## config.mk

```make
export PLATFORM = sky130hd
export DESIGN_NAME = uc_multiciclo
export DESIGN_NICKNAME = d
export VERILOG_FILES = /design/src/rtl/uc_pkg.sv /design/src/rtl/uc_wait_counter.sv /design/src/rtl/uc_multiciclo.sv
export SDC_FILE = /design/constraint.sdc
export NUM_CORES = 1
export LEC_CHECK = 0
export BUFFER_PORTS_ARGS = -buffer_cell sky130_fd_sc_hd__buf_2
export CORE_MARGIN = 2
export CORE_UTILIZATION = 45
export CTS_CLUSTER_SIZE = 10
export DETAILED_ROUTE_END_ITERATION = 10
export PLACE_DENSITY = 0.74
export SLEW_MARGIN = 20
export SYNTH_ARGS = -nofsm -noshare
export SYNTH_HDL_FRONTEND = slang
export SYNTH_SLANG_ARGS = --single-unit
```

## constraint.sdc

```tcl
create_clock -name Clk -period 2 [get_ports Clk]
set_input_delay 0.2 -clock Clk [delete_from_list [all_inputs] [get_ports Clk]]
set_output_delay 0.2 -clock Clk [all_outputs]
set_load 0.01 [all_outputs]
```

## src/rtl/uc_pkg.sv

```systemverilog
// Shared types and encodings for the multicycle MIPS control unit:
// FSM states, instruction decode constants, ULA operation and PC source codes.
package uc_pkg;

  typedef enum logic [4:0] {
    RST       = 5'd0,
    FETCH     = 5'd1,
    DECODE    = 5'd2,
    R_EXEC    = 5'd3,
    R_WB      = 5'd4,
    MEM_ADDR  = 5'd5,
    MEM_READ  = 5'd6,
    MEM_WB    = 5'd7,
    MEM_WRITE = 5'd8,
    BRANCH    = 5'd9,
    JUMP      = 5'd10,
    ADDI_EXEC = 5'd11,
    ADDI_WB   = 5'd12,
    EXC       = 5'd13
  } state_t;

  localparam logic [5:0] OP_RTYPE = 6'h00;
  localparam logic [5:0] OP_LW    = 6'h23;
  localparam logic [5:0] OP_SW    = 6'h2B;
  localparam logic [5:0] OP_BEQ   = 6'h04;
  localparam logic [5:0] OP_J     = 6'h02;
  localparam logic [5:0] OP_ADDI  = 6'h08;

  localparam logic [5:0] FN_ADD = 6'h20;
  localparam logic [5:0] FN_SUB = 6'h22;
  localparam logic [5:0] FN_AND = 6'h24;

  localparam logic [2:0] ULA_NOP = 3'd0;
  localparam logic [2:0] ULA_ADD = 3'd1;
  localparam logic [2:0] ULA_SUB = 3'd2;
  localparam logic [2:0] ULA_AND = 3'd3;

  localparam logic [1:0] PC_SRC_ULA    = 2'd0;
  localparam logic [1:0] PC_SRC_ALUOUT = 2'd1;
  localparam logic [1:0] PC_SRC_JUMP   = 2'd2;
  localparam logic [1:0] PC_SRC_EXC    = 2'd3;

  localparam int WAIT_W = 4;

  // States that talk to memory and therefore stretch over MEM_LAT cycles.
  function automatic logic isMemState(state_t s);
    return (s == FETCH) || (s == MEM_READ) || (s == MEM_WRITE);
  endfunction

endpackage

```

## src/rtl/uc_wait_counter.sv

```systemverilog
// Memory wait counter: counts cycles spent in a memory state and flags the
// last one so the FSM can leave after MEM_LAT cycles.
module uc_wait_counter
  import uc_pkg::*;
#(
  parameter int MEM_LAT = 1
) (
  input  logic clk_i,
  input  logic rst_i,
  input  logic load_i,
  input  logic en_i,
  output logic done_o
);

  localparam logic [WAIT_W-1:0] LAST = WAIT_W'(MEM_LAT - 1);

  logic [WAIT_W-1:0] count_q, count_d;

  always_comb begin
    count_d = count_q;
    if (load_i) begin
      count_d = '0;
    end else if (en_i) begin
      count_d = count_q + 1'b1;
    end
  end

  always_ff @(posedge clk_i or posedge rst_i) begin
    if (rst_i) begin
      count_q <= '0;
    end else begin
      count_q <= count_d;
    end
  end

  assign done_o = (count_q == LAST);

endmodule

```

## src/rtl/uc_multiciclo.sv

```systemverilog
// Multicycle MIPS control unit: sequences fetch/decode/execute/memory/writeback
// and drives PC, IR, memory, register-file and ULA controls from the state.
module uc_multiciclo
  import uc_pkg::*;
#(
  parameter int MEM_LAT = 1,
  parameter int ULA_W   = 3,
  parameter int STATE_W = 5
) (
  input  logic               Clk,
  input  logic               Reset,
  input  logic [5:0]         Opcode,
  input  logic [5:0]         Funct,
  input  logic               Zero,
  output logic               Load_PC,
  output logic               Load_PC_Cond,
  output logic               Empty_PC,
  output logic [1:0]         PC_Source,
  output logic               IorD,
  output logic               MemRead,
  output logic               MemWrite,
  output logic               IRWrite,
  output logic               RegDst,
  output logic               MemtoReg,
  output logic               RegWrite,
  output logic               ULASrcA,
  output logic [1:0]         ULASrcB,
  output logic [ULA_W-1:0]   Seletor_ULA,
  output logic               Exc,
  output logic [STATE_W-1:0] State
);

  state_t     state_q, state_d;
  logic       inMem, memDone, waitLoad, waitEn;
  logic [2:0] ulaSel;

  // Zero is applied by the datapath together with Load_PC_Cond, not here.
  logic unusedZero;
  assign unusedZero = Zero;

  assign inMem    = isMemState(state_q);
  assign waitLoad = !inMem || memDone;
  assign waitEn   = inMem && !memDone;

  uc_wait_counter #(.MEM_LAT(MEM_LAT)) u_wait (
    .clk_i  (Clk),
    .rst_i  (Reset),
    .load_i (waitLoad),
    .en_i   (waitEn),
    .done_o (memDone)
  );

  always_comb begin
    state_d = state_q;
    case (state_q)
      RST:       state_d = FETCH;
      FETCH:     if (memDone) state_d = DECODE;
      DECODE: begin
        case (Opcode)
          OP_RTYPE:     state_d = R_EXEC;
          OP_LW, OP_SW: state_d = MEM_ADDR;
          OP_BEQ:       state_d = BRANCH;
          OP_J:         state_d = JUMP;
          OP_ADDI:      state_d = ADDI_EXEC;
          default:      state_d = EXC;
        endcase
      end
      R_EXEC: begin
        if (Funct == FN_ADD || Funct == FN_SUB || Funct == FN_AND) state_d = R_WB;
        else                                                       state_d = EXC;
      end
      MEM_ADDR: begin
        if (Opcode == OP_LW)      state_d = MEM_READ;
        else if (Opcode == OP_SW) state_d = MEM_WRITE;
        else                      state_d = EXC;
      end
      MEM_READ:  if (memDone) state_d = MEM_WB;
      MEM_WRITE: if (memDone) state_d = FETCH;
      ADDI_EXEC: state_d = ADDI_WB;
      R_WB, MEM_WB, ADDI_WB, BRANCH, JUMP, EXC: state_d = FETCH;
      default:   state_d = RST;
    endcase
  end

  always_ff @(posedge Clk or posedge Reset) begin
    if (Reset) begin
      state_q <= RST;
    end else begin
      state_q <= state_d;
    end
  end

  // Outputs are decoded straight from the state so an asynchronous reset
  // removes any write strobe within the same cycle.
  always_comb begin
    Load_PC      = 1'b0;
    Load_PC_Cond = 1'b0;
    Empty_PC     = 1'b0;
    PC_Source    = PC_SRC_ULA;
    IorD         = 1'b0;
    MemRead      = 1'b0;
    MemWrite     = 1'b0;
    IRWrite      = 1'b0;
    RegDst       = 1'b0;
    MemtoReg     = 1'b0;
    RegWrite     = 1'b0;
    ULASrcA      = 1'b0;
    ULASrcB      = 2'd0;
    ulaSel       = ULA_NOP;
    Exc          = 1'b0;
    case (state_q)
      RST: Empty_PC = 1'b1;
      FETCH: begin
        MemRead = 1'b1;
        if (memDone) begin
          IRWrite   = 1'b1;
          Load_PC   = 1'b1;
          ULASrcB   = 2'd1;
          ulaSel    = ULA_ADD;
          PC_Source = PC_SRC_ULA;
        end
      end
      DECODE: begin
        ULASrcB = 2'd3;
        ulaSel  = ULA_ADD;
      end
      R_EXEC: begin
        ULASrcA = 1'b1;
        case (Funct)
          FN_ADD:  ulaSel = ULA_ADD;
          FN_SUB:  ulaSel = ULA_SUB;
          FN_AND:  ulaSel = ULA_AND;
          default: ulaSel = ULA_NOP;
        endcase
      end
      R_WB: begin
        RegDst   = 1'b1;
        RegWrite = 1'b1;
      end
      MEM_ADDR, ADDI_EXEC: begin
        ULASrcA = 1'b1;
        ULASrcB = 2'd2;
        ulaSel  = ULA_ADD;
      end
      MEM_READ: begin
        IorD    = 1'b1;
        MemRead = 1'b1;
      end
      MEM_WB: begin
        MemtoReg = 1'b1;
        RegWrite = 1'b1;
      end
      MEM_WRITE: begin
        IorD     = 1'b1;
        MemWrite = 1'b1;
      end
      BRANCH: begin
        ULASrcA      = 1'b1;
        ulaSel       = ULA_SUB;
        Load_PC_Cond = 1'b1;
        PC_Source    = PC_SRC_ALUOUT;
      end
      JUMP: begin
        Load_PC   = 1'b1;
        PC_Source = PC_SRC_JUMP;
      end
      ADDI_WB: RegWrite = 1'b1;
      EXC: begin
        Exc       = 1'b1;
        Load_PC   = 1'b1;
        PC_Source = PC_SRC_EXC;
      end
      default: ;
    endcase
  end

  assign Seletor_ULA = ULA_W'(ulaSel);
  assign State       = STATE_W'(state_q);

endmodule

```

==> impl_results.md <==
- Avg Synthesized Cell Area: 7.23 sq um
- Grt ovf: 0
- CP bufs+invs: 2
- Worst-Skew Late Latency: around 0.25 ns
- Flops & latches, synth: 8
- Hold Crit Class: in -> reg
- Final Slew Violations: 0
- Final TNS setup: 0 ns
- DP HPWL: 1830 um
- Initial Utilization: 0.491
- Number of global-route vias before repair: just over 800
- Iteration-0 DRC count of the detailed router: 52
- Max IR drop VDD: 0.768 mV
- Largest net degree at the start of global routing: 18
- Post-Synthesis Cells: between 100 and 150
- Synth Cell Area: about 870 sq um
- Post-route DRC: 0
- Number of routed nets with antenna violations: 0
- Drt wl/cell: roughly 13 um
- Post-synthesis sequential area ratio: 0.229
- Crit path depth: 6
- Crit path launch type: flop
- First-pass GRT wire length: approximately 3400 um
- Total clock sinks: 8
- Post-synth top flop: dfrtp_1
- Final hold violation count: 0
- Reg area: approximately 200 sq um
- Crit path kind: reg -> out
- Post-Route Utilization: 0.627
- Die X: around 48 um
- PwrDens: 1300 nW/um^2
- Tcrit/Tclk final: 0.949
- Vias per cell: ~5.7
- Die height: 48.1 um
- Antenna violations before repair: 0
- Top-area cell type share of the netlist area: 0.229
- Total Nets Final: between 150 and 200
- Total global-route track usage: 0.211
- Port bufs: 35
- CP cell instances: inv_1 -> ha_1 -> nor3b_1 -> a21oi_1 -> nor3_1 -> buf_2
- # setup viols final: 0
- Synth Warn #: 0
- P&R area growth vs syn: 27.8%
- CTS tree: done
- Root Buffer: clkbuf_4
- Fraction of layout cells with a size suffix above 1: 0.338
- Area of the multi-input gates: 609 sq um
- Pleak: about 0.55 nW
- Tmin final: ~1.9 ns
- FP Rows: 15
- Total Power: 1.45 mW
- Io pins: 39
- CP endpoint kind: output port
- Synth unique cells: 49
- Critical path's top delay family: simple AND/OR/NAND/NOR gates
- Filler cell count: around 170
- Synth area leader: dfrtp_1
- Max Clock Freq: ~530 MHz
- Crit-path max cell delay: 0.40 ns
- Post-synth top cells: nor2_1, dfrtp_1, a21oi_1, nand2_1, inv_1
- Placed Cells: 177
- GP Congestion: ~0.84
- Design area: about 1100 sq um
- Critical Path AT: between 1.5 and 2 ns
- RSZ-0062 raised after global routing: yes
- Core area: approximately 1800 sq um
- Synth area leaders: dfrtp_1, nor2_1, a21oi_1, nand2_1, xnor2_1
- # Max-Cap Violations: 0
- Worst Reg-to-Reg Cells: 6
- Vias: 1029
- Die Area: approximately 2300 sq um
- Outcome: completed
- Critical path peak fanout: 3
- Clock Tree Buf Depth: 2
- Placed Area: between 1000 and 1500 sq um
- CTS buffer count: 3
- Req. time, crit path: between 1.5 and 2 ns
- Most common cell in the netlist: nor2_1
- Post-synth EDFFs: 0
- Clock H-tree levels: 1
- Asr flop ratio synth: 1.00
- CTS clock-pin slew for the worst setup and hold paths: ~0.050 ns
- Non-Filler Instances: about 180
- Worst Skew: between 0.004 and 0.005 ns
- Pre-Repair DR Iteration Count: 4
- Hold path depth: 3
- Antenna cells: 0
- Wirelength, routed: between 2000 and 2500 um
- CP max stage cell: dfrtp_1
placed cells by master, fill, tap and decap left out, types with 2 or more instances in the layout:
cell type  count
a21oi_1        7
buf_2         35
buf_4          5
clkbuf_4       3
conb_1         2
dfrtp_1        7
ha_1           2
inv_1          6
inv_2          2
nand2_1        7
nand2b_1       3
nand3_1        2
nand4_1        2
nor2_1        24
nor2b_1        2
nor3_1         5
nor4_1         3
o22ai_1        3
o31ai_1        2
xnor2_1        3
xor2_1         2
through the flow:
step                      hold WS [ns]  setup slack, ns
after floorplan                 0.0157            0.272
after global placement           0.146            0.294
after detailed placement         0.160            0.270
after CTS                        0.382           0.0125
after global routing             0.401         -0.00444
final                            0.377            0.102
what timing repair did:
action	CTS	global route
hold buffers	1	0
setup endpoints to repair	1	5
pin swaps	0	1
gates resized for setup	1	1
gates cloned	0	0
buffers inserted	0	1
hold endpoints to repair	8	0
cell families (layout without fill, tap and decap cells):
family	count (synthesis)	in the layout	share of synthesized area
compound gates	29	29	0.246
xor+xnor	5	5	0.0501
fa+ha+maj	2	2	0.0286
buf+inv	17	52	0.0887
flops	8	8	0.229
mux	1	1	0.0129
other cells	1	2	0.00429
simple gates	58	58	0.341
cell type report:
class,count,area share
multi-input combinational,97,0.545
timing repair buffer,41,0.199
sequential,8,0.180
tap,25,0.0280
inverter,8,0.0269
clock buffer,3,0.0202
worst paths after layout:
kind,startpoint,to,slack (ns)
min,Opcode[2],State[3],0.38
min in group asynchronous,Reset,u_wait.count_q[3],0.43
max reg2reg,u_wait.count_q[0],State[1],0.30
max in group asynchronous,Reset,State[0],1.32
max,u_wait.count_q[0],ULASrcB[0],0.10
min reg2reg,u_wait.count_q[0],u_wait.count_q[0],0.58
worst reg2reg max path, delay by kind of cell, from the launching register on:
family | cells | cell delay (ns)
compound gates | 3 | 0.55
buf+inv | 1 | 0.07
flops | 1 | 0.40
fa+ha+maj | 1 | 0.15
simple gates | 1 | 0.42
power by group:
| group | leakage, nW | switching, mW | total [mW] | internal, mW |
|---|---|---|---|---|
| logic | 0.434 | 0.575 | 1.01 | 0.439 |
| registers | 0.105 | 0.122 | 0.321 | 0.199 |
| clock network | 0.0138 | 0.0510 | 0.119 | 0.0684 |
| total | 0.553 | 0.748 | 1.45 | 0.706 |
layer usage:
| layer | up-vias | routed length [um] | track usage |
|---|---|---|---|
| met5 | - | 0 | 0 |
| met4 | 0 | 12 | 0.0649 |
| met3 | 2 | 208 | 0.0151 |
| met2 | 58 | 1050 | 0.341 |
| met1 | 461 | 1080 | 0.299 |
| li1 | 508 | - | - |
registers in the layout (all words and copies together) (netlist names):
name	flops
u_wait.count_q	4
State	4
Note: power is estimated with default switching activity, not from simulation.
